--- config.mk ---
export PLATFORM = sky130hd
export DESIGN_NAME = multicycle_ctrl
export DESIGN_NICKNAME = d
export VERILOG_FILES = /design/src/rtl/ctrl_pkg.sv /design/src/rtl/alu_decode.sv /design/src/rtl/multicycle_ctrl.sv
export SDC_FILE = /design/constraint.sdc
export NUM_CORES = 1
export LEC_CHECK = 0
export CAP_MARGIN = 20
export CORE_UTILIZATION = 45
export DETAILED_ROUTE_END_ITERATION = 7
export PLACE_DENSITY_LB_ADDON = 0.25
export SETUP_SLACK_MARGIN = 0.3
export SKIP_CTS_REPAIR_TIMING = 1
export SLEW_MARGIN = 25
export SYNTH_ARGS = -nofsm -noshare
export SYNTH_HDL_FRONTEND = slang
export SYNTH_SLANG_ARGS = --single-unit
--- constraint.sdc ---
create_clock -name clk -period 2.61 [get_ports clk]
set_input_delay 0.3915 -clock clk [delete_from_list [all_inputs] [get_ports clk]]
set_output_delay 0.3915 -clock clk [all_outputs]
set_load 0.01 [all_outputs]
--- src/rtl/ctrl_pkg.sv ---
// Shared constants for the multicycle RV32 controller:
// opcodes, ALU operation codes and FSM state encoding.
package ctrl_pkg;

    localparam logic [6:0] OP_R      = 7'b0110011;
    localparam logic [6:0] OP_I      = 7'b0010011;
    localparam logic [6:0] OP_LOAD   = 7'b0000011;
    localparam logic [6:0] OP_STORE  = 7'b0100011;
    localparam logic [6:0] OP_BRANCH = 7'b1100011;

    localparam logic [3:0] ALU_AND = 4'b0000;
    localparam logic [3:0] ALU_OR  = 4'b0001;
    localparam logic [3:0] ALU_ADD = 4'b0010;
    localparam logic [3:0] ALU_SUB = 4'b0110;
    localparam logic [3:0] ALU_SLT = 4'b0111;
    localparam logic [3:0] ALU_SRL = 4'b1000;
    localparam logic [3:0] ALU_SLL = 4'b1001;
    localparam logic [3:0] ALU_SRA = 4'b1010;
    localparam logic [3:0] ALU_XOR = 4'b1101;

    localparam logic [31:0] INSTR_NOP = 32'h00000013;

    typedef enum logic [2:0] {
        S_IF,
        S_ID,
        S_EX,
        S_MEM,
        S_WB
    } state_t;

endpackage

--- src/rtl/alu_decode.sv ---
// Maps {opcode, funct3, funct7[5]} to an ALU operation
// and flags encodings the controller does not support.
module alu_decode
    import ctrl_pkg::*;
(
    input  logic [6:0] opcode,
    input  logic [2:0] funct3,
    input  logic       funct7_b5,
    output logic [3:0] alu_ctrl,
    output logic       legal
);

    logic [3:0] key;
    logic [3:0] map_ctrl;
    logic       map_ok;
    logic       is_r;

    assign is_r = (opcode == OP_R);
    // Immediate forms only look at funct7[5] for the shift-right pair.
    assign key = {funct7_b5 & (is_r | (funct3 == 3'b101)), funct3};

    always_comb begin
        map_ctrl = ALU_ADD;
        map_ok   = 1'b1;
        case (key)
            4'b0000: map_ctrl = ALU_ADD;
            4'b1000: map_ctrl = ALU_SUB;
            4'b0111: map_ctrl = ALU_AND;
            4'b0110: map_ctrl = ALU_OR;
            4'b0100: map_ctrl = ALU_XOR;
            4'b0010: map_ctrl = ALU_SLT;
            4'b0001: map_ctrl = ALU_SLL;
            4'b0101: map_ctrl = ALU_SRL;
            4'b1101: map_ctrl = ALU_SRA;
            default: map_ok = 1'b0;
        endcase
    end

    always_comb begin
        alu_ctrl = ALU_ADD;
        legal    = 1'b0;
        unique case (1'b1)
            (opcode == OP_R), (opcode == OP_I): begin
                alu_ctrl = map_ctrl;
                legal    = map_ok;
            end
            (opcode == OP_LOAD), (opcode == OP_STORE): begin
                alu_ctrl = ALU_ADD;
                legal    = 1'b1;
            end
            (opcode == OP_BRANCH): begin
                alu_ctrl = ALU_SUB;
                legal    = (funct3 == 3'b000);
            end
            default: begin
                alu_ctrl = ALU_ADD;
                legal    = 1'b0;
            end
        endcase
    end

endmodule

--- src/rtl/multicycle_ctrl.sv ---
// Multicycle IF/ID/EX/MEM/WB sequencer for the single-ALU RV32
// datapath, with sticky fault flag and retired-instruction count.
module multicycle_ctrl
    import ctrl_pkg::*;
#(
    parameter int INSTRET_W   = 32,
    parameter int MEM_TIMEOUT = 255
) (
    input  logic                 clk,
    input  logic                 rst,
    input  logic [31:0]          instr_in,
    input  logic                 iReady,
    input  logic                 dReady,
    input  logic                 Zero,
    output logic                 iReq,
    output logic [31:0]          instr,
    output logic                 MemRead,
    output logic                 MemWrite,
    output logic                 PCSrc,
    output logic                 ALUSrc,
    output logic                 RegWrite,
    output logic                 MemToReg,
    output logic [3:0]           ALUCtrl,
    output logic                 loadPC,
    output logic                 fault,
    output logic [INSTRET_W-1:0] instret
);

    localparam int CNT_W = $clog2(MEM_TIMEOUT + 1);

    state_t           state, state_n;
    logic             run;
    logic [CNT_W-1:0] wait_cnt;
    logic             waiting, timeout;
    logic             retire, set_fault;
    logic [3:0]       dec_alu;
    logic             dec_legal;
    logic             is_r, is_load, is_store, is_branch;

    alu_decode u_dec (
        .opcode    (instr[6:0]),
        .funct3    (instr[14:12]),
        .funct7_b5 (instr[30]),
        .alu_ctrl  (dec_alu),
        .legal     (dec_legal)
    );

    assign is_r      = (instr[6:0] == OP_R);
    assign is_load   = (instr[6:0] == OP_LOAD);
    assign is_store  = (instr[6:0] == OP_STORE);
    assign is_branch = (instr[6:0] == OP_BRANCH);

    // run holds off the first fetch request until one edge after reset.
    assign waiting = ((state == S_IF) && run && !iReady)
                   || ((state == S_MEM) && !dReady);
    assign timeout = waiting && (wait_cnt == CNT_W'(MEM_TIMEOUT - 1));

    always_ff @(posedge clk or posedge rst) begin
        if (rst) state <= S_IF;
        else     state <= state_n;
    end

    always_comb begin
        state_n   = state;
        iReq      = 1'b0;
        MemRead   = 1'b0;
        MemWrite  = 1'b0;
        PCSrc     = 1'b0;
        ALUSrc    = 1'b0;
        RegWrite  = 1'b0;
        MemToReg  = 1'b0;
        ALUCtrl   = ALU_AND;
        loadPC    = 1'b0;
        retire    = 1'b0;
        set_fault = timeout;
        unique case (state)
            S_IF: begin
                iReq = run;
                if (run && iReady) state_n = S_ID;
            end
            S_ID: begin
                if (!dec_legal) begin
                    set_fault = 1'b1;
                    loadPC    = 1'b1;
                    state_n   = S_IF;
                end else begin
                    state_n = S_EX;
                end
            end
            S_EX: begin
                ALUCtrl = dec_alu;
                ALUSrc  = !is_r && !is_branch;
                if (is_branch) begin
                    loadPC  = 1'b1;
                    PCSrc   = Zero;
                    retire  = 1'b1;
                    state_n = S_IF;
                end else if (is_load || is_store) begin
                    state_n = S_MEM;
                end else begin
                    state_n = S_WB;
                end
            end
            S_MEM: begin
                ALUCtrl  = dec_alu;
                ALUSrc   = 1'b1;
                MemRead  = is_load;
                MemWrite = is_store;
                if (dReady) begin
                    if (is_store) begin
                        loadPC  = 1'b1;
                        retire  = 1'b1;
                        state_n = S_IF;
                    end else begin
                        state_n = S_WB;
                    end
                end else if (timeout) begin
                    state_n = S_IF;
                end
            end
            S_WB: begin
                ALUCtrl  = dec_alu;
                ALUSrc   = !is_r;
                RegWrite = 1'b1;
                MemToReg = is_load;
                loadPC   = 1'b1;
                retire   = 1'b1;
                state_n  = S_IF;
            end
            default: state_n = S_IF;
        endcase
    end

    always_ff @(posedge clk or posedge rst) begin
        if (rst) begin
            run      <= 1'b0;
            instr    <= INSTR_NOP;
            fault    <= 1'b0;
            instret  <= '0;
            wait_cnt <= '0;
        end else begin
            run <= 1'b1;
            if ((state == S_IF) && run && iReady) instr <= instr_in;
            if (set_fault) fault <= 1'b1;
            if (retire) instret <= instret + 1'b1;
            wait_cnt <= (waiting && !timeout) ? wait_cnt + 1'b1 : '0;
        end
    end

endmodule
==> results_dict.tcl <==
set metrics [dict create \
    synth.area.mux_share_pct 9.76 \
    port-buffer-count 113 \
    fin_crit_sh_pct 95.4 \
    yosysTopAreaCell "dfrtp_1" \
    p_leak_nw 2.37 \
    reg2reg_depth 8 \
    post-route-min-period_ps 2490 \
    cts_buffer_depth 2 \
    antennaDiodeCount 0 \
    wirelength_mm 8.10 \
    stdcell_area_sq_um 5240 \
    synthSimpleGateAreaFrac_pct 21.0 \
    overflow 0 \
    worstPathRequired_ps 2220 \
    grt_pass1_wl_mm 13.5 \
    postLayoutCoreUtil_pct 66.7 \
    dp_hpwl_mm 5.67 \
    fin_nets 477 \
    fin_worst_skew_ps 13.1 \
    gp_congestion 0.776 \
    syn_to_final_growth_pct 41.8 \
    drc 0 \
    rsz0062_at_grt "true" \
    cts_tree "yes" \
    postRouteAntennaNets 0 \
    synth_fa_ha_area_share_pct 1.29 \
    critPathLaunch "instr[1]" \
    ys_warn_count 0 \
    first_pass_iters 4 \
    cts_root_buffer "clkbuf_8" \
    power.total_w 0.00301 \
    synth_edf_count 0 \
    grt_pass1_vias 2882 \
    arrival_ps 2100 \
    routed_via_density 5.24 \
    placed_cell_area_sq_um 4940 \
    finalHoldViolations 0 \
    critPathKind "reg -> out" \
    core_area_sq_um 7850 \
    synth_async_sr_flop_share_pct 100 \
    p_int_w 0.00216 \
    netlist_top_cells_count "dfrtp_1, mux2_2, nand2_1" \
    startpoint_type "flop" \
    wl_per_cell_um 14.9 \
    die_height_um 92.6 \
    synth_top_family_by_area "simple AND/OR/NAND/NOR gates" \
    hp-class "reg -> reg" \
    yosys.area.top_type_share_pct 50.2 \
    clk_transition_reported_paths_ps 80 \
    synthXorXnorAreaFrac_pct 9.45 \
    syn_nets 352 \
    p_sw_share_pct 28.2 \
    drt_iter0_drc 113 \
    h-tree-depth 3 \
    tightest_slew_ps 583 \
    drive_gt1_share_pct 20.6 \
    syn_area_per_cell_sq_um 11.8 \
    gr-usage-all-layers_pct 20.0 \
    p_clk_share_pct 29.5 \
    ys_seq_area_share_pct 52.3 \
    power.switching_w 0.000849 \
    cap_viol_max_count 0 \
    rows 32 \
    end_kind "output port" \
    r2r_setup_slack_ps 310 \
    antenna_found_initial 0 \
    dr_total_vias 2851 \
    netlist_area_sq_um 3690 \
    r2r_start "instr[1]" \
    holdCritStartpoint "instret[31]" \
    ir_drop_v 0.000378 \
    cellPowerDensity_nw_per_um2 575 \
    max_freq_mhz 402 \
    grt_max_degree 47 \
    comb_power_share_pct 22.9 \
    crit_fanout 4 \
    synth_area_leaders "dfrtp_1, mux2_2, xor2_1, xnor2_1, nand2_1" \
    synthCells 312 \
    status "complete, no violations" \
    ys_seq_elements 77 \
    setup_violations 0 \
    synth_flop_cell "dfrtp_1" \
    slew_headroom_pct 61.1 \
    seq_power_share_pct 47.7 \
    start_util_pct 47.1 \
    drv_slew 0 \
    yosysMostFrequentCell "dfrtp_1" \
    n_fill_cell 628 \
    clock_latency_ps 350 \
    cts_buffers 9 \
    ys_types 48 \
    cts_sinks 77 \
    die-area_sq_um 8570 \
    synth_compound_area_share_pct 3.83 \
    die_x_um 92.6 \
    min_path_cells 1 \
    io_pins 114 \
]
## worst max-delay path: stages, from the launching register on
cell	delay, ps
dfstp_2	570
nand4bb_4	160
buf_6	150
or3_1	360
a21oi_1	180
a21o_1	110
nand2_1	50
dlymetal6s2s_1	180
## registers in the layout, summed over array words and instances (netlist names)
register and flops:
wait_cnt 8, instr 32, state 3, run 1, fault 1, instret 32
## cell families after synthesis
group,count (synthesis)
XOR/XNOR,39
buffers and inverters,17
other,1
adder cells (fa/ha/maj),4
multiplexers,32
flip-flops,77
AO/OA/AOI/OAI,20
AND/OR/NAND/NOR,122
## power by group through the flow
stage | Sequential, W | Combinational [W] | Clock (W)
after floorplan | 0.00148 | 0.000285 | 0
after global placement | 0.00144 | 0.000664 | 0
after detailed placement | 0.00145 | 0.000670 | 0
after CTS | 0.00143 | 0.000676 | 0.000911
after global routing | 0.00145 | 0.000747 | 0.000948
final | 0.00143 | 0.000689 | 0.000887
## metrics by stage
| step | worst slack, ps | hold slack [ps] | setup TNS (ps) | cells |
|---|---|---|---|---|
| global route | 37.8 | 489 | 0 | 544 |
| detailed placement | 237 | 462 | 0 | 523 |
| floorplan | 578 | 493 | 0 | 312 |
| finish | 121 | 468 | 0 | 544 |
| global placement | 269 | 456 | 0 | 523 |
| CTS | -226 | 473 | -925 | 539 |
## path summary, 6_finish.rpt
check,end
max,ALUSrc
min,instret[31]
max reg2reg,instret[4]
min reg2reg,instret[31]
max in group asynchronous,instr[5]
min in group asynchronous,instr[22]
## cell usage in the layout, fill, tap and decap left out, drive strengths merged, types with 5 or more instances in the layout
| master | instances |
|---|---|
| inv | 5 |
| nand3 | 10 |
| nor3 | 14 |
| a21oi | 5 |
| nor2 | 16 |
| xnor2 | 18 |
| clkdlybuf4s50 | 103 |
| dfrtp | 74 |
| and3 | 6 |
| nand4 | 17 |
| dlymetal6s2s | 6 |
| xor2 | 21 |
| clkbuf | 13 |
| buf | 14 |
| nand2 | 29 |
| mux2 | 32 |
| nor4 | 6 |
## routing by layer
| layer | vias to the layer above | GRT usage, % | routed length (um) |
|---|---|---|---|
| met2 | 95 | 32.8 | 3960 |
| met4 | 0 | 7.81 | 93 |
| met5 | - | 0 | 0 |
| met1 | 1396 | 24.5 | 3400 |
| met3 | 8 | 6.65 | 641 |
| li1 | 1352 | - | - |
## final cells by class
type,count,area [sq um],share of cell area (%)
Clock inverter,5,61.3,1.17
Clock buffer,11,131,2.51
Inverter,6,26.3,0.502
Multi-Input combinational cell,218,1730,33.0
Tap cell,102,128,2.44
Sequential cell,77,1930,36.9
Timing Repair Buffer,125,1230,23.5
(Power assumes the default switching activity.)
